`src/rtl/dumper_pkg.sv`:
```
// dumper_pkg: shared types and constants for the data memory dumper.
//   dump_state_t      FSM state encoding (IDLE, RUN, FLUSH)
//   DUMP_FIFO_DEPTH   number of words buffered between memory and sink
//   DATA_SIZE         default memory word width
//   DATA_MEMORY_SIZE  default number of data memory words
package dumper_pkg;

  localparam int DATA_SIZE        = 32;
  localparam int DATA_MEMORY_SIZE = 256;

  localparam int DUMP_FIFO_DEPTH  = 2;
  localparam int DUMP_PTR_WIDTH   = $clog2(DUMP_FIFO_DEPTH);
  localparam int DUMP_COUNT_WIDTH = $clog2(DUMP_FIFO_DEPTH + 1);

  localparam logic [DUMP_COUNT_WIDTH-1:0] DUMP_FIFO_FULL = DUMP_COUNT_WIDTH'(DUMP_FIFO_DEPTH);

  typedef enum logic [1:0] {
    IDLE  = 2'd0,
    RUN   = 2'd1,
    FLUSH = 2'd2
  } dump_state_t;

endpackage

```
`src/rtl/dump_fifo.sv`:
```
// dump_fifo: small FIFO holding {data, address, last} words returned from
// memory until the sink accepts them. The head entry is presented directly.
// Ports:
//   clock, reset               clock and asynchronous active-low reset
//   push, push_data,
//   push_address, push_last    write side
//   pop                        remove head entry (ignored when empty)
//   head_data, head_address,
//   head_last                  current head entry (zero when reset)
//   count                      number of stored entries
module dump_fifo
  import dumper_pkg::*;
#(
  parameter int DATA_WIDTH = DATA_SIZE,
  parameter int ADDR_WIDTH = $clog2(DATA_MEMORY_SIZE)
) (
  input  logic                        clock,
  input  logic                        reset,
  input  logic                        push,
  input  logic [DATA_WIDTH-1:0]       push_data,
  input  logic [ADDR_WIDTH-1:0]       push_address,
  input  logic                        push_last,
  input  logic                        pop,
  output logic [DATA_WIDTH-1:0]       head_data,
  output logic [ADDR_WIDTH-1:0]       head_address,
  output logic                        head_last,
  output logic [DUMP_COUNT_WIDTH-1:0] count
);

  localparam logic [DUMP_PTR_WIDTH-1:0]   PTR_ONE   = DUMP_PTR_WIDTH'(1);
  localparam logic [DUMP_COUNT_WIDTH-1:0] COUNT_ONE = DUMP_COUNT_WIDTH'(1);

  logic [DATA_WIDTH-1:0]     data_mem [DUMP_FIFO_DEPTH];
  logic [ADDR_WIDTH-1:0]     addr_mem [DUMP_FIFO_DEPTH];
  logic                      last_mem [DUMP_FIFO_DEPTH];
  logic [DUMP_PTR_WIDTH-1:0] rd_ptr;
  logic [DUMP_PTR_WIDTH-1:0] wr_ptr;
  logic                      do_pop;
  logic                      do_push;

  // A push into a full FIFO is only accepted if the head leaves in the same cycle.
  assign do_pop  = pop && (count != '0);
  assign do_push = push && ((count != DUMP_FIFO_FULL) || do_pop);

  assign head_data    = data_mem[rd_ptr];
  assign head_address = addr_mem[rd_ptr];
  assign head_last    = last_mem[rd_ptr];

  // Storage is cleared on reset so the head outputs read as zero immediately.
  always_ff @(posedge clock or negedge reset) begin
    if (!reset) begin
      for (int i = 0; i < DUMP_FIFO_DEPTH; i++) begin
        data_mem[i] <= '0;
        addr_mem[i] <= '0;
        last_mem[i] <= 1'b0;
      end
      rd_ptr <= '0;
      wr_ptr <= '0;
      count  <= '0;
    end else begin
      if (do_push) begin
        data_mem[wr_ptr] <= push_data;
        addr_mem[wr_ptr] <= push_address;
        last_mem[wr_ptr] <= push_last;
        wr_ptr           <= wr_ptr + PTR_ONE;
      end
      if (do_pop) begin
        rd_ptr <= rd_ptr + PTR_ONE;
      end
      case ({do_push, do_pop})
        2'b10:   count <= count + COUNT_ONE;
        2'b01:   count <= count - COUNT_ONE;
        default: count <= count;
      endcase
    end
  end

endmodule

```
`src/rtl/data_memory_dumper.sv`:
```
// data_memory_dumper: streams a contiguous, optionally wrapping, range of data
// memory out over a valid/ready interface, one word per accepted transfer.
// Optional feature: define DUMP_CHECKSUM_EN to add the `checksum` output
// (sum of all transferred words, cleared at start).
// Ports:
//   clock, reset          clock and asynchronous active-low reset
//   start                 begin a dump (sampled only while idle)
//   first_addr, last_addr inclusive address range, latched on start
//   busy, done            dump in progress / one-cycle completion pulse
//   mem_read_enable,
//   mem_address, mem_data memory read port (data one cycle after strobe)
//   out_valid, out_ready,
//   out_data, out_address,
//   out_last              output stream; out_last marks the final word
//   checksum              (DUMP_CHECKSUM_EN only) running sum of sent words
module data_memory_dumper
  import dumper_pkg::*;
#(
  parameter int DATA_WIDTH = DATA_SIZE,
  parameter int ADDR_WIDTH = $clog2(DATA_MEMORY_SIZE)
) (
  input  logic                  clock,
  input  logic                  reset,
  input  logic                  start,
  input  logic [ADDR_WIDTH-1:0] first_addr,
  input  logic [ADDR_WIDTH-1:0] last_addr,
  output logic                  busy,
  output logic                  done,
  output logic                  mem_read_enable,
  output logic [ADDR_WIDTH-1:0] mem_address,
  input  logic [DATA_WIDTH-1:0] mem_data,
  output logic                  out_valid,
  input  logic                  out_ready,
  output logic [DATA_WIDTH-1:0] out_data,
  output logic [ADDR_WIDTH-1:0] out_address,
  output logic                  out_last
`ifdef DUMP_CHECKSUM_EN
  ,
  output logic [DATA_WIDTH-1:0] checksum
`endif
);

  localparam logic [ADDR_WIDTH-1:0]     ADDR_ONE  = ADDR_WIDTH'(1);
  localparam logic [ADDR_WIDTH:0]       COUNT_ONE = (ADDR_WIDTH + 1)'(1);
  localparam logic [DUMP_COUNT_WIDTH:0] OCC_LIMIT = (DUMP_COUNT_WIDTH + 1)'(DUMP_FIFO_DEPTH);

  dump_state_t                 state;
  logic [ADDR_WIDTH-1:0]       read_addr;
  logic [ADDR_WIDTH:0]         reads_left;
  logic                        inflight;
  logic                        inflight_last;
  logic [ADDR_WIDTH-1:0]       inflight_addr;
  logic [DUMP_COUNT_WIDTH-1:0] fifo_count;
  logic [DUMP_COUNT_WIDTH:0]   occupancy;
  logic                        pop;
  logic                        issue;

  assign out_valid = (fifo_count != '0);
  assign pop       = out_valid && out_ready;

  // Words already committed to the FIFO once this cycle's transfer (if any)
  // leaves. Counting the departing word is what lets a 2-entry FIFO sustain
  // one word per cycle against a two-cycle read round trip.
  assign occupancy = {1'b0, fifo_count}
                   + {{DUMP_COUNT_WIDTH{1'b0}}, inflight}
                   - {{DUMP_COUNT_WIDTH{1'b0}}, pop};

  assign issue           = (state == RUN) && (reads_left != '0) && (occupancy < OCC_LIMIT);
  assign mem_read_enable = issue;
  assign mem_address     = read_addr;

  // Control FSM. The read address and remaining count advance with each
  // issued read; the last read moves to FLUSH, and the hand-off of the word
  // tagged last ends the dump.
  always_ff @(posedge clock or negedge reset) begin
    if (!reset) begin
      state         <= IDLE;
      busy          <= 1'b0;
      done          <= 1'b0;
      read_addr     <= '0;
      reads_left    <= '0;
      inflight      <= 1'b0;
      inflight_last <= 1'b0;
      inflight_addr <= '0;
    end else begin
      done          <= 1'b0;
      inflight      <= issue;
      inflight_last <= issue && (reads_left == COUNT_ONE);
      inflight_addr <= read_addr;
      case (state)
        IDLE: begin
          if (start) begin
            read_addr  <= first_addr;
            // Subtraction stays ADDR_WIDTH wide so a wrapping range counts correctly.
            reads_left <= {1'b0, last_addr - first_addr} + COUNT_ONE;
            busy       <= 1'b1;
            state      <= RUN;
          end
        end
        RUN: begin
          if (issue) begin
            read_addr  <= read_addr + ADDR_ONE;
            reads_left <= reads_left - COUNT_ONE;
            if (reads_left == COUNT_ONE) begin
              state <= FLUSH;
            end
          end
        end
        FLUSH: begin
          if (pop && out_last) begin
            busy  <= 1'b0;
            done  <= 1'b1;
            state <= IDLE;
          end
        end
        default: state <= IDLE;
      endcase
    end
  end

  dump_fifo #(
    .DATA_WIDTH(DATA_WIDTH),
    .ADDR_WIDTH(ADDR_WIDTH)
  ) u_fifo (
    .clock        (clock),
    .reset        (reset),
    .push         (inflight),
    .push_data    (mem_data),
    .push_address (inflight_addr),
    .push_last    (inflight_last),
    .pop          (pop),
    .head_data    (out_data),
    .head_address (out_address),
    .head_last    (out_last),
    .count        (fifo_count)
  );

`ifdef DUMP_CHECKSUM_EN
  // Running sum of accepted words; holds while idle so it can be read after done.
  always_ff @(posedge clock or negedge reset) begin
    if (!reset) begin
      checksum <= '0;
    end else if ((state == IDLE) && start) begin
      checksum <= '0;
    end else if (pop) begin
      checksum <= checksum + out_data;
    end
  end
`endif

endmodule

```
`config.mk`:
```
export PLATFORM = sky130hd
export DESIGN_NAME = data_memory_dumper
export DESIGN_NICKNAME = d
export VERILOG_FILES = /design/src/rtl/dumper_pkg.sv /design/src/rtl/dump_fifo.sv /design/src/rtl/data_memory_dumper.sv
export SDC_FILE = /design/constraint.sdc
export NUM_CORES = 1
export LEC_CHECK = 0
export ABC_AREA = 1
export BUFFER_PORTS_ARGS = -buffer_cell sky130_fd_sc_hd__buf_2
export CAP_MARGIN = 20
export CORE_MARGIN = 2
export CORE_UTILIZATION = 60
export CTS_CLUSTER_DIAMETER = 40
export CTS_CLUSTER_SIZE = 40
export DETAILED_ROUTE_END_ITERATION = 10
export HOLD_SLACK_MARGIN = 0.02
export PLACE_DENSITY = 0.95
export REMOVE_ABC_BUFFERS = 1
export SYNTH_ARGS = -nofsm -noshare
export SYNTH_HDL_FRONTEND = slang
export SYNTH_SLANG_ARGS = --single-unit
```
`constraint.sdc`:
```
create_clock -name clock -period 11.7 [get_ports clock]
set_input_delay 3.51 -clock clock [delete_from_list [all_inputs] [get_ports clock]]
set_output_delay 3.51 -clock clock [all_outputs]
set_load 0.02 [all_outputs]
```
==> run_summary.xml, run 1 <==
<?xml version="1.0" encoding="UTF-8"?>
<metrics>
  <group name="route">
    <metric name="totalWireLength" unit="microns">13280</metric>
    <metric name="routed-via-count" unit="">4857</metric>
    <metric name="route.top_layer_used" unit="">met4</metric>
    <metric name="final_antenna_net_count" unit="">0</metric>
    <metric name="met1_length" unit="microns">5571</metric>
    <metric name="met2_length" unit="microns">6659</metric>
    <metric name="drt_iter0_markers" unit="">272</metric>
    <metric name="detail_route.drc_violations" unit="">0</metric>
    <metric name="detailroute.wirelength.met3" unit="microns">827</metric>
    <metric name="firstDrtPassIters" unit="">5</metric>
    <metric name="avgViaCountPerCell" unit="">5.332</metric>
    <metric name="detail_route.wl_per_cell" unit="microns">14.58</metric>
  </group>
  <group name="cts">
    <metric name="clk_pin_slew" unit="ns">0.05</metric>
    <metric name="cts_htree_levels" unit="">4</metric>
    <metric name="cts-hold-fix-buffers" unit="">0</metric>
    <metric name="postCtsSetupRepairBufs" unit="">0</metric>
    <metric name="ctsRootBufferMaster" unit="">sky130_fd_sc_hd__clkbuf_8</metric>
    <metric name="insertion_delay_to_the_later_sink_of_the_worst_skew_pair" unit="ns">0.50</metric>
    <metric name="cts_buf_count" unit="">17</metric>
    <metric name="clock_tree.buffer_depth" unit="">2</metric>
    <metric name="clock_sink_count" unit="">117</metric>
    <metric name="quantity_of_gates_resized_following_cts" unit="">0</metric>
    <metric name="cts_tree" unit="">done</metric>
  </group>
  <group name="placed_design">
    <metric name="placement.setup.worst_slack" unit="ns">2.799</metric>
    <metric name="place_congestion" unit="">0.8792</metric>
    <metric name="io_buffer_count" unit="">104</metric>
    <metric name="hpwlAfterDp" unit="microns">8496</metric>
  </group>
  <group name="status">
    <metric name="status" unit="">complete, no violations</metric>
  </group>
  <group name="finish">
    <metric name="n_antenna_cell" unit="">0</metric>
    <metric name="flow.area_growth_from_synthesis" unit="%">19.65</metric>
    <metric name="nets" unit="">833</metric>
    <metric name="drive_above_1_share" unit="%">23.78</metric>
  </group>
  <group name="setup_path">
    <metric name="worst_ep_required_time" unit="ns">8.19</metric>
    <metric name="maximum_single_stage_delay_on_the_critical_path" unit="ns">0.49</metric>
    <metric name="worst_path_fanout_max" unit="">4</metric>
    <metric name="crit_path_start_kind" unit="">primary input</metric>
    <metric name="path_cells" unit="">buf_2, nand2_1, inv_1, ha_1, or2_2, fa_1, nand2_1, nor2_1, nand2_2, inv_1, buf_2</metric>
    <metric name="max_stage_delay_cell_worst_path" unit="">sky130_fd_sc_hd__fa_1</metric>
    <metric name="arr_time_crit_path" unit="ns">5.40</metric>
    <metric name="critical_path.endpoint_type" unit="">output pin</metric>
    <metric name="setup_crit_path_kind" unit="">in -&gt; out</metric>
  </group>
  <group name="power_and_ir_drop">
    <metric name="pwr_density_cell" unit="nW/um^2">301.0</metric>
    <metric name="vdd.ir_drop.worst" unit="uV">118.6</metric>
    <metric name="power.leakage" unit="nW">3.505</metric>
  </group>
  <group name="sta">
    <metric name="setup_violations" unit="">0</metric>
    <metric name="tightestPinTransition" unit="ns">0.7895</metric>
    <metric name="timing.final.crit_share" unit="%">76.17</metric>
    <metric name="summed_negative_setup_slack_over_all_endpoints" unit="ns">0</metric>
    <metric name="drv_slew" unit="">0</metric>
    <metric name="hold_violations" unit="">0</metric>
    <metric name="slew_headroom" unit="%">47.37</metric>
    <metric name="fmax" unit="MHz">112.2</metric>
    <metric name="rsz0062_at_grt" unit="">no</metric>
    <metric name="fin_worst_skew" unit="ns">0.007520</metric>
    <metric name="fin_crit" unit="ns">8.912</metric>
    <metric name="fin_hold_ws" unit="ns">0.4253</metric>
    <metric name="timing.final.ws_setup" unit="ns">2.788</metric>
  </group>
  <group name="floorplan">
    <metric name="design.die.area" unit="sq um">10570</metric>
    <metric name="floorplan.io_pins" unit="">105</metric>
    <metric name="floorplan.initialDensity" unit="%">60.79</metric>
    <metric name="floorplan.die.height" unit="microns">102.8</metric>
    <metric name="die_w" unit="microns">102.8</metric>
    <metric name="std_cell_rows" unit="">36</metric>
    <metric name="core-area" unit="sq um">9639</metric>
  </group>
  <group name="global_routing">
    <metric name="grt_pass1_vias" unit="">4663</metric>
    <metric name="number_of_antenna_violations_at_the_first_check_in_global_routing" unit="">0</metric>
    <metric name="maximum_number_of_pins_on_one_net_before_global_route_repair" unit="">69</metric>
    <metric name="grt_use_total" unit="%">25.84</metric>
    <metric name="total_congestion_overflow_after_global_routing" unit="">0</metric>
    <metric name="grt_pass1_wl" unit="microns">21280</metric>
  </group>
  <group name="synthesis">
    <metric name="synth.yosys.seq_area_share" unit="%">49.97</metric>
    <metric name="post_synth_num_cell_types" unit="">36</metric>
    <metric name="syn_inst" unit="">667</metric>
    <metric name="synth.cell_area" unit="sq um">5859</metric>
    <metric name="ys_ff_latch" unit="">117</metric>
    <metric name="synth.yosys.warnings" unit="">0</metric>
    <metric name="syn-mean-instance-area" unit="sq um">8.785</metric>
  </group>
  <group name="worst_hold_path">
    <metric name="worst_hold_path_type" unit="">reg -&gt; reg</metric>
  </group>
  <group name="run">
    <metric name="cap_violations" unit="">0</metric>
  </group>
</metrics>
==> cell usage after synthesis, drive strengths merged <==
cell | number | share of area [%]
fa | 2 | 0.68
a22oi | 3 | 0.47
inv | 92 | 5.9
clkbuf | 14 | 0.90
ha | 13 | 2.8
mux2 | 41 | 7.9
xor2 | 8 | 1.2
buf | 13 | 1.7
o21ai | 110 | 9.4
clkinv | 1 | 0.085
nor2 | 35 | 2.7
nand2 | 154 | 10
dfrtp | 117 | 50
o211ai | 3 | 0.38
o21a | 1 | 0.13
a21oi | 11 | 0.94
xnor2 | 3 | 0.45
nor3 | 2 | 0.17
nand3 | 36 | 3.1
a21o | 1 | 0.13
or2 | 2 | 0.21
nand4 | 2 | 0.21
a31oi | 3 | 0.43
==> critical path, delay by kind of cell <==
kind	cells	cell delay, ns
buffers and inverters	4	0.43
AND/OR/NAND/NOR	5	0.69
adder cells (fa/ha/maj)	2	0.76
==> final cells by class <==
type	instances	area [sq um]
clock buffer	22	462.9
clock inverter	9	126.4
fill	690	2629
inverter	93	350.3
multi-input combinational	430	2430
sequential	117	2929
tap	133	166.4
timing repair buffer	107	545.5
==> kinds of logic (layout without fill, tap and decap cells) <==
kind of cell    after synthesis  after routing  share of synthesized area [%]
mux                          41             41                          7.880
buf+inv                     120            231                          8.563
simple gates                231            231                          16.61
xor+xnor                     11             11                          1.644
flops                       117            117                          49.97
fa+ha+maj                    15             15                          3.459
compound gates              132            132                          11.87
==> worst paths after layout <==
path	start	cells after the start	slack [ns]	end
setup / recovery	out_ready	11	2.79	mem_read_enable
min in group asynchronous	reset	1	3.03	u_fifo.data_mem[52]
hold reg to reg	mem_address[5]	0	0.43	inflight_addr[5]
setup reg to reg	u_fifo.count[1]	15	8.63	reads_left[3]
max in group asynchronous	reset	2	7.41	inflight_last
hold / removal	mem_address[5]	0	0.43	inflight_addr[5]
==> placed cells by master (no fill, tap or decap), drive strengths merged, types with 2 or more instances in the layout <==
cell,synthesis,layout
nand3,36,36
nand2,154,154
nand4,2,2
xor2,8,8
a21oi,11,11
nor3,2,2
mux2,41,41
bufinv,0,3
fa,2,2
o21ai,110,110
a22oi,3,3
nor2,35,35
dfrtp,117,117
buf,13,107
or2,2,2
ha,13,13
a31oi,3,3
inv,92,92
clkbuf,14,22
xnor2,3,3
o211ai,3,3
clkinv,1,6
==> report_power, final <==
part	internal [mW]	switching, mW	total (mW)	leakage [nW]
clock network	0.339	0.171	0.510	0.291
logic	0.315	0.584	0.899	1.79
registers	0.590	0.112	0.702	1.42
==> layer usage <==
layer  GRT usage, %  up-vias
met4          9.818        0
met1          31.54     2337
met2          44.75      157
met5              0        -
met3          6.102       18
li1               -     2345
==> state kept, by name, summed over array words and instances (netlist names) <==
signal and cells:
inflight_addr 8, u_fifo.rd_ptr 1, u_fifo.count 2, inflight_last 1
u_fifo.wr_ptr 1, reads_left 9, u_fifo.data_mem 64, u_fifo.addr_mem 16
u_fifo.last_mem 2, busy 1, inflight 1, state 2
mem_address 8, done 1
==> metrics by stage <==
step / instance area (sq um) / util [%] / instances / power [mW]
after floorplan: 5708 / - / 640 / 1.299
after global placement: 6421 / 66.61 / 880 / 1.530
after detailed placement: 6421 / 66.61 / 880 / 1.581
after CTS: 7010 / 72.73 / 911 / 2.116
after global routing: 7010 / 72.73 / 911 / 2.262
final: 7010 / 72.73 / 911 / 2.110
Power figures use the tool's default switching activity.
==> inputs of run 2 (changes only) <==
--- a/config.mk
+++ b/config.mk
@@ -9,12 +9,12 @@
 export BUFFER_PORTS_ARGS = -buffer_cell sky130_fd_sc_hd__buf_2
 export CAP_MARGIN = 20
 export CORE_MARGIN = 2
-export CORE_UTILIZATION = 60
+export CORE_UTILIZATION = 56
 export CTS_CLUSTER_DIAMETER = 40
 export CTS_CLUSTER_SIZE = 40
 export DETAILED_ROUTE_END_ITERATION = 10
 export HOLD_SLACK_MARGIN = 0.02
-export PLACE_DENSITY = 0.95
+export PLACE_DENSITY = 0.91
 export REMOVE_ABC_BUFFERS = 1
 export SYNTH_ARGS = -nofsm -noshare
 export SYNTH_HDL_FRONTEND = slang
==> constraint.sdc (replaced) <==
create_clock -name clock -period 8.3 [get_ports clock]
set_input_delay 2.49 -clock clock [delete_from_list [all_inputs] [get_ports clock]]
set_output_delay 2.49 -clock clock [all_outputs]
set_load 0.02 [all_outputs]
==> run_summary.xml, run 2 (synthesized netlist as in run 1, its figures left out) <==
<?xml version="1.0" encoding="UTF-8"?>
<metrics>
  <group name="status">
    <metric name="status" unit="">complete, no violations</metric>
  </group>
  <group name="finish">
    <metric name="n_antenna_cell" unit="">0</metric>
    <metric name="largest_registers" unit="">u_fifo.data_mem (64), u_fifo.addr_mem (16), reads_left (9)</metric>
    <metric name="largest-register" unit="">u_fifo.data_mem</metric>
    <metric name="flow.area_growth_from_synthesis" unit="%">20.29</metric>
    <metric name="fin_cells" unit="">915</metric>
    <metric name="mostFrequentLayoutCells" unit="">148 x sky130_fd_sc_hd__nand2_1, 116 x sky130_fd_sc_hd__dfrtp_1, 103 x sky130_fd_sc_hd__buf_2</metric>
    <metric name="largest_register_ff_count" unit="">64</metric>
    <metric name="drive_above_1_share" unit="%">24.01</metric>
    <metric name="layout_commonest_cell" unit="">sky130_fd_sc_hd__nand2_1</metric>
    <metric name="finalInstanceArea" unit="sq um">7048</metric>
    <metric name="nets" unit="">833</metric>
    <metric name="share_of_the_core_filled_with_cells_in_the_final_layout" unit="%">68.89</metric>
  </group>
  <group name="floorplan">
    <metric name="floorplan.io_pins" unit="">105</metric>
    <metric name="design.die.area" unit="sq um">11300</metric>
    <metric name="floorplan.initialDensity" unit="%">57.27</metric>
    <metric name="core-area" unit="sq um">10230</metric>
    <metric name="floorplan.die.height" unit="microns">106.3</metric>
    <metric name="std_cell_rows" unit="">37</metric>
    <metric name="die_w" unit="microns">106.3</metric>
  </group>
  <group name="setup_path">
    <metric name="worst_path_fanout_max" unit="">4</metric>
    <metric name="arr_time_crit_path" unit="ns">4.41</metric>
    <metric name="max_stage_delay_cell_worst_path" unit="">sky130_fd_sc_hd__fa_1</metric>
    <metric name="worst_ep_required_time" unit="ns">5.81</metric>
    <metric name="timing.critical_path.max_delay_family" unit="">adder cells</metric>
    <metric name="maximum_single_stage_delay_on_the_critical_path" unit="ns">0.50</metric>
    <metric name="critical_path_buf_inv_count" unit="">4</metric>
    <metric name="setup_crit_path_kind" unit="">in -&gt; out</metric>
    <metric name="crit_path_start_kind" unit="">primary input</metric>
    <metric name="critical_path.endpoint_type" unit="">output pin</metric>
    <metric name="path_cells" unit="">buf_2, nand2_1, inv_1, ha_1, or2_2, fa_1, nand2_1, nor2_1, nand2_2, inv_1, buf_2</metric>
  </group>
  <group name="cts">
    <metric name="clock_tree.buffer_depth" unit="">2</metric>
    <metric name="clock_sink_count" unit="">117</metric>
    <metric name="quantity_of_gates_resized_following_cts" unit="">0</metric>
    <metric name="clk_pin_slew" unit="ns">0.05</metric>
    <metric name="postCtsSetupRepairBufs" unit="">0</metric>
    <metric name="cts_buf_count" unit="">17</metric>
    <metric name="cts-hold-fix-buffers" unit="">0</metric>
    <metric name="cts_tree" unit="">done</metric>
    <metric name="cts_htree_levels" unit="">4</metric>
    <metric name="ctsRootBufferMaster" unit="">sky130_fd_sc_hd__clkbuf_8</metric>
    <metric name="insertion_delay_to_the_later_sink_of_the_worst_skew_pair" unit="ns">0.51</metric>
  </group>
  <group name="sta">
    <metric name="tightestPinTransition" unit="ns">0.8456</metric>
    <metric name="timing.final.crit_share" unit="%">83.16</metric>
    <metric name="timing.final.ws_setup" unit="ns">1.398</metric>
    <metric name="drv_slew" unit="">0</metric>
    <metric name="fin_crit" unit="ns">6.902</metric>
    <metric name="fin_hold_ws" unit="ns">0.4004</metric>
    <metric name="hold_violations" unit="">0</metric>
    <metric name="fin_worst_skew" unit="ns">0.006411</metric>
    <metric name="setup_violations" unit="">0</metric>
    <metric name="rsz0062_at_grt" unit="">no</metric>
    <metric name="fmax" unit="MHz">144.9</metric>
    <metric name="summed_negative_setup_slack_over_all_endpoints" unit="ns">0</metric>
    <metric name="slew_headroom" unit="%">43.63</metric>
  </group>
  <group name="placed_design">
    <metric name="dpl.cell_count" unit="">883</metric>
    <metric name="placement.setup.worst_slack" unit="ns">1.397</metric>
    <metric name="place_area" unit="sq um">6425</metric>
    <metric name="place_congestion" unit="">0.8483</metric>
    <metric name="hpwlAfterDp" unit="microns">8332</metric>
    <metric name="io_buffer_count" unit="">104</metric>
  </group>
  <group name="route">
    <metric name="totalWireLength" unit="microns">12340</metric>
    <metric name="avgViaCountPerCell" unit="">5.215</metric>
    <metric name="drt_iter0_markers" unit="">354</metric>
    <metric name="final_antenna_net_count" unit="">0</metric>
    <metric name="detail_route.drc_violations" unit="">0</metric>
    <metric name="routed-via-count" unit="">4772</metric>
    <metric name="firstDrtPassIters" unit="">7</metric>
    <metric name="detail_route.wl_per_cell" unit="microns">13.49</metric>
  </group>
  <group name="power_and_ir_drop">
    <metric name="pwr_density_cell" unit="nW/um^2">423.2</metric>
    <metric name="power.leakage" unit="nW">3.529</metric>
    <metric name="total_power" unit="mW">2.983</metric>
    <metric name="vdd.ir_drop.worst" unit="uV">190.2</metric>
  </group>
  <group name="worst_hold_path">
    <metric name="worst_hold_path_type" unit="">reg -&gt; reg</metric>
  </group>
  <group name="global_routing">
    <metric name="maximum_number_of_pins_on_one_net_before_global_route_repair" unit="">79</metric>
    <metric name="total_congestion_overflow_after_global_routing" unit="">0</metric>
    <metric name="grt_pass1_vias" unit="">4597</metric>
    <metric name="grt_use_total" unit="%">23.23</metric>
    <metric name="number_of_antenna_violations_at_the_first_check_in_global_routing" unit="">0</metric>
    <metric name="grt_pass1_wl" unit="microns">20950</metric>
  </group>
  <group name="run">
    <metric name="cap_violations" unit="">0</metric>
  </group>
</metrics>
-- run 2: layout make-up --
type,instances,area (sq um)
Fill cell,760,3183
Sequential cell,117,2929
Multi-Input combinational cell,430,2430
Timing Repair Buffer,107,545.5
Clock buffer,22,473.0
Inverter,93,350.3
Tap cell,136,170.2
Clock inverter,10,150.1
-- run 2: worst reg2reg max path: cells and delay by family (launching register included) --
| family | cells | cell delay (ns) |
|---|---|---|
| AO/OA/AOI/OAI | 2 | 0.27 |
| buffers and inverters | 3 | 0.52 |
| AND/OR/NAND/NOR | 8 | 1.02 |
| adder cells (fa/ha/maj) | 2 | 0.76 |
| flip-flops | 1 | 0.44 |
-- run 2: per-layer routing --
metal	vias up	part of all wire, %	global-route usage [%]
li1	2346	-	-
met3	21	5.8	6.499
met1	2256	44	29.52
met5	-	0	0
met4	0	1.2	6.861
met2	149	49	38.92
-- run 2: report_power, final --
group	leakage, nW	total, mW	switching, mW	internal, mW
Clock	0.314	0.753	0.238	0.516
Combinational	1.79	1.26	0.819	0.444
Sequential	1.42	0.966	0.135	0.831
Total	3.53	2.98	1.19	1.79
-- run 2: worst paths after layout --
kind	depth (start not counted)	slack [ns]	start	end
max	11	1.40	out_ready	mem_read_enable
max in group asynchronous	2	5.02	reset	reads_left[5]
max reg2reg	15	5.21	u_fifo.count[1]	reads_left[3]
min in group asynchronous	1	2.00	reset	u_fifo.data_mem[48]
min reg2reg	0	0.40	mem_address[5]	inflight_addr[5]
min	0	0.40	mem_address[5]	inflight_addr[5]
==> inputs of run 3 (changes only) <==
--- a/config.mk
+++ b/config.mk
@@ -5,16 +5,16 @@
 export SDC_FILE = /design/constraint.sdc
 export NUM_CORES = 1
 export LEC_CHECK = 0
-export ABC_AREA = 1
+export ABC_AREA = 0
 export BUFFER_PORTS_ARGS = -buffer_cell sky130_fd_sc_hd__buf_2
 export CAP_MARGIN = 20
 export CORE_MARGIN = 2
-export CORE_UTILIZATION = 56
+export CORE_UTILIZATION = 51
 export CTS_CLUSTER_DIAMETER = 40
 export CTS_CLUSTER_SIZE = 40
 export DETAILED_ROUTE_END_ITERATION = 10
 export HOLD_SLACK_MARGIN = 0.02
-export PLACE_DENSITY = 0.91
+export PLACE_DENSITY = 0.88
 export REMOVE_ABC_BUFFERS = 1
 export SYNTH_ARGS = -nofsm -noshare
 export SYNTH_HDL_FRONTEND = slang
==> constraint.sdc (replaced) <==
create_clock -name clock -period 5.7 [get_ports clock]
set_input_delay 1.71 -clock clock [delete_from_list [all_inputs] [get_ports clock]]
set_output_delay 1.71 -clock clock [all_outputs]
set_load 0.02 [all_outputs]
==> run_summary.xml, run 3 <==
<?xml version="1.0" encoding="UTF-8"?>
<metrics>
  <group name="finish">
    <metric name="mostFrequentLayoutCells" unit="">123 x sky130_fd_sc_hd__mux2_2, 116 x sky130_fd_sc_hd__dfrtp_1, 103 x sky130_fd_sc_hd__buf_2</metric>
    <metric name="layout_commonest_cell" unit="">sky130_fd_sc_hd__mux2_2</metric>
    <metric name="fillers" unit="">801</metric>
    <metric name="largest_registers" unit="">u_fifo.data_mem (64), u_fifo.addr_mem (16), reads_left (9)</metric>
    <metric name="drive_above_1_share" unit="%">47.31</metric>
    <metric name="layout.area.seq" unit="sq um">2929</metric>
    <metric name="flow.area_growth_from_synthesis" unit="%">22.19</metric>
    <metric name="largest-register" unit="">u_fifo.data_mem</metric>
    <metric name="n_antenna_cell" unit="">0</metric>
    <metric name="nets" unit="">649</metric>
    <metric name="multi_input_comb_area" unit="sq um">2701</metric>
    <metric name="largest_register_ff_count" unit="">64</metric>
  </group>
  <group name="sta">
    <metric name="drv_slew" unit="">0</metric>
    <metric name="timing.final.crit_share" unit="%">92.76</metric>
    <metric name="tightestPinTransition" unit="ns">1.075</metric>
    <metric name="fin_hold_ws" unit="ns">0.4250</metric>
    <metric name="fmax" unit="MHz">189.1</metric>
    <metric name="slew_headroom" unit="%">28.10</metric>
    <metric name="setup_violations" unit="">0</metric>
    <metric name="fin_worst_skew" unit="ns">0.008120</metric>
    <metric name="rsz0062_at_grt" unit="">no</metric>
    <metric name="summed_negative_setup_slack_over_all_endpoints" unit="ns">0</metric>
    <metric name="fin_crit" unit="ns">5.287</metric>
    <metric name="hold_violations" unit="">0</metric>
  </group>
  <group name="global_routing">
    <metric name="global_route.peak_usage_layer" unit="">met2</metric>
    <metric name="grt_use_total" unit="%">21.08</metric>
    <metric name="maximum_number_of_pins_on_one_net_before_global_route_repair" unit="">86</metric>
    <metric name="grtUsageMet2" unit="%">37.01</metric>
    <metric name="grt_pass1_wl" unit="microns">20880</metric>
    <metric name="number_of_antenna_violations_at_the_first_check_in_global_routing" unit="">0</metric>
    <metric name="grt_pass1_vias" unit="">4351</metric>
    <metric name="total_congestion_overflow_after_global_routing" unit="">0</metric>
    <metric name="grt_util_met3" unit="%">5.982</metric>
    <metric name="grt_util_met1" unit="%">25.35</metric>
  </group>
  <group name="worst_hold_path">
    <metric name="worst_hold_stages" unit="">0</metric>
    <metric name="min-delay-start" unit="">mem_address[7]</metric>
    <metric name="worst_hold_path_type" unit="">reg -&gt; reg</metric>
    <metric name="min_to" unit="">inflight_addr[7]</metric>
  </group>
  <group name="cts">
    <metric name="ctsRootBufferMaster" unit="">sky130_fd_sc_hd__clkbuf_16</metric>
    <metric name="cts_tree" unit="">done</metric>
    <metric name="quantity_of_gates_resized_following_cts" unit="">0</metric>
    <metric name="clock_tree.buffer_depth" unit="">2</metric>
    <metric name="postCtsSetupRepairBufs" unit="">0</metric>
    <metric name="clock_sink_count" unit="">117</metric>
    <metric name="clk_pin_slew" unit="ns">0.05</metric>
    <metric name="insertion_delay_to_the_later_sink_of_the_worst_skew_pair" unit="ns">0.40</metric>
    <metric name="cts-hold-fix-buffers" unit="">0</metric>
    <metric name="cts_buf_count" unit="">17</metric>
    <metric name="cts_htree_levels" unit="">4</metric>
  </group>
  <group name="setup_path">
    <metric name="crit_path_start_kind" unit="">primary input</metric>
    <metric name="r2r_cells" unit="">12</metric>
    <metric name="arr_time_crit_path" unit="ns">3.58</metric>
    <metric name="crit-reg2reg-capture" unit="">reads_left[7]</metric>
    <metric name="critical_path.endpoint_type" unit="">output pin</metric>
    <metric name="worst_ep_required_time" unit="ns">3.99</metric>
    <metric name="worst_path_fanout_max" unit="">6</metric>
    <metric name="r2r_slack" unit="ns">2.29</metric>
    <metric name="worst_r2r_startpoint" unit="">u_fifo.count[1]</metric>
    <metric name="setup_crit_path_kind" unit="">in -&gt; out</metric>
  </group>
  <group name="synthesis">
    <metric name="yosysTopAreaCell" unit="">sky130_fd_sc_hd__dfrtp_1</metric>
    <metric name="yosys.area.top_type_share" unit="%">50.62</metric>
    <metric name="synth.top_cells.by_area" unit="">sky130_fd_sc_hd__dfrtp_1 51%, sky130_fd_sc_hd__mux2_2 24%, sky130_fd_sc_hd__ha_1 2.8%</metric>
    <metric name="ys_ff_latch" unit="">117</metric>
    <metric name="synth.top_cells.by_count" unit="">123 x sky130_fd_sc_hd__mux2_2, 117 x sky130_fd_sc_hd__dfrtp_1, 24 x sky130_fd_sc_hd__nor2_1</metric>
    <metric name="syn_inst" unit="">475</metric>
    <metric name="post_synth_num_cell_types" unit="">56</metric>
    <metric name="synth.yosys.seq_area_share" unit="%">50.62</metric>
    <metric name="postSynth.topFlopCell" unit="">sky130_fd_sc_hd__dfrtp_1</metric>
    <metric name="synth.cell_area" unit="sq um">5784</metric>
    <metric name="synth.yosys.warnings" unit="">0</metric>
    <metric name="synth_async_sr_flop_share" unit="%">100.0</metric>
    <metric name="synth_enable_flop_cells" unit="">0</metric>
    <metric name="yosysMostFrequentCell" unit="">sky130_fd_sc_hd__mux2_2</metric>
    <metric name="syn-mean-instance-area" unit="sq um">12.18</metric>
  </group>
  <group name="power_and_ir_drop">
    <metric name="pwr_density_cell" unit="nW/um^2">662.8</metric>
    <metric name="vdd.ir_drop.worst" unit="uV">418.9</metric>
    <metric name="power.leakage" unit="nW">3.260</metric>
  </group>
  <group name="placed_design">
    <metric name="hpwlAfterDp" unit="microns">8564</metric>
    <metric name="place_congestion" unit="">0.8542</metric>
    <metric name="io_buffer_count" unit="">104</metric>
  </group>
  <group name="floorplan">
    <metric name="std_cell_rows" unit="">38</metric>
    <metric name="core-area" unit="sq um">10940</metric>
    <metric name="floorplan.die.height" unit="microns">110.5</metric>
    <metric name="design.die.area" unit="sq um">12210</metric>
    <metric name="die_w" unit="microns">110.5</metric>
    <metric name="floorplan.initialDensity" unit="%">52.89</metric>
    <metric name="floorplan.io_pins" unit="">105</metric>
  </group>
  <group name="route">
    <metric name="routed-via-count" unit="">4155</metric>
    <metric name="firstDrtPassIters" unit="">4</metric>
    <metric name="detail_route.wl_per_cell" unit="microns">16.99</metric>
    <metric name="drt_iter0_markers" unit="">278</metric>
    <metric name="final_antenna_net_count" unit="">0</metric>
    <metric name="detail_route.drc_violations" unit="">0</metric>
    <metric name="avgViaCountPerCell" unit="">5.661</metric>
    <metric name="totalWireLength" unit="microns">12470</metric>
  </group>
  <group name="run">
    <metric name="cap_violations" unit="">0</metric>
  </group>
  <group name="status">
    <metric name="status" unit="">complete, no violations</metric>
  </group>
</metrics>
==> run 3: cell count changes after synthesis, sizes merged, moves of 5 or more <==
| cell | delta |
|---|---|
| nand2 | -139 |
| o21ai | -86 |
| mux2 | +82 |
| inv | -73 |
| nand3 | -26 |
| nor3 | +12 |
| a21oi | +11 |
| nor2 | -10 |
| nand2b | +7 |
| xor2 | -5 |
==> run 3: area by class of cell <==
| class | instances | share of cell area [%] |
|---|---|---|
| flip-flops and latches | 117 | 41.44 |
| multi-input cells | 319 | 38.22 |
| repair buffers | 108 | 8.108 |
| clock buffers | 22 | 6.992 |
| well taps | 140 | 2.478 |
| clock inverters | 9 | 1.753 |
| inverters | 19 | 1.009 |
==> run 3: worst max-delay path by stage <==
stage / end / cells after the start / from
2_1_floorplan: mem_read_enable / 7 / out_ready
3_3_place_gp: mem_read_enable / 9 / out_ready
3_5_place_dp: mem_read_enable / 9 / out_ready
4_1_cts: mem_read_enable / 9 / out_ready
5_1_grt: mem_read_enable / 9 / out_ready
6_report: mem_read_enable / 9 / out_ready
==> run 3: power by group <==
part	leakage (nW)	internal (mW)	switching, mW	total (mW)
clock network	0.312	0.739	0.350	1.09
registers	1.40	1.23	0.305	1.54
logic	1.54	0.951	1.11	2.06
total	3.26	2.92	1.76	4.68
==> run 3: layer usage <==
metal / part of all wire, % / wire length (microns)
met4: 1.3 / 161
met1: 43 / 5401
met5: 0 / 0
met3: 5.9 / 735
met2: 49 / 6169
==> run 3: cell families after synthesis <==
logic type,Yosys count,synth area share (%)
xor+xnor,9,1.817
compound gates,78,8.674
mux,123,23.95
fa+ha+maj,15,3.504
buf+inv,39,2.855
flops,117,50.62
simple gates,94,8.588
==> run 3: worst max-delay path, cell delays in order <==
cell and delay (ns):
sky130_fd_sc_hd__buf_2 0.12, sky130_fd_sc_hd__and2_1 0.18, sky130_fd_sc_hd__ha_1 0.27, sky130_fd_sc_hd__nand2b_1 0.16
sky130_fd_sc_hd__fa_1 0.39, sky130_fd_sc_hd__xnor2_1 0.15, sky130_fd_sc_hd__nand3_1 0.21, sky130_fd_sc_hd__nor2_1 0.20
sky130_fd_sc_hd__buf_2 0.19
==> run 3: metrics by stage <==
step	total power [mW]	setup WS, ns	cells	util (%)	area [sq um]
detailed placement	3.599	0.4475	702	58.73	6422
global placement	3.465	0.5033	702	58.73	6422
floorplan	2.959	0.6329	455	-	5690
CTS	4.710	0.4255	733	64.38	7041
global route	4.958	0.3236	734	64.63	7068
finish	4.685	0.4129	734	64.63	7068
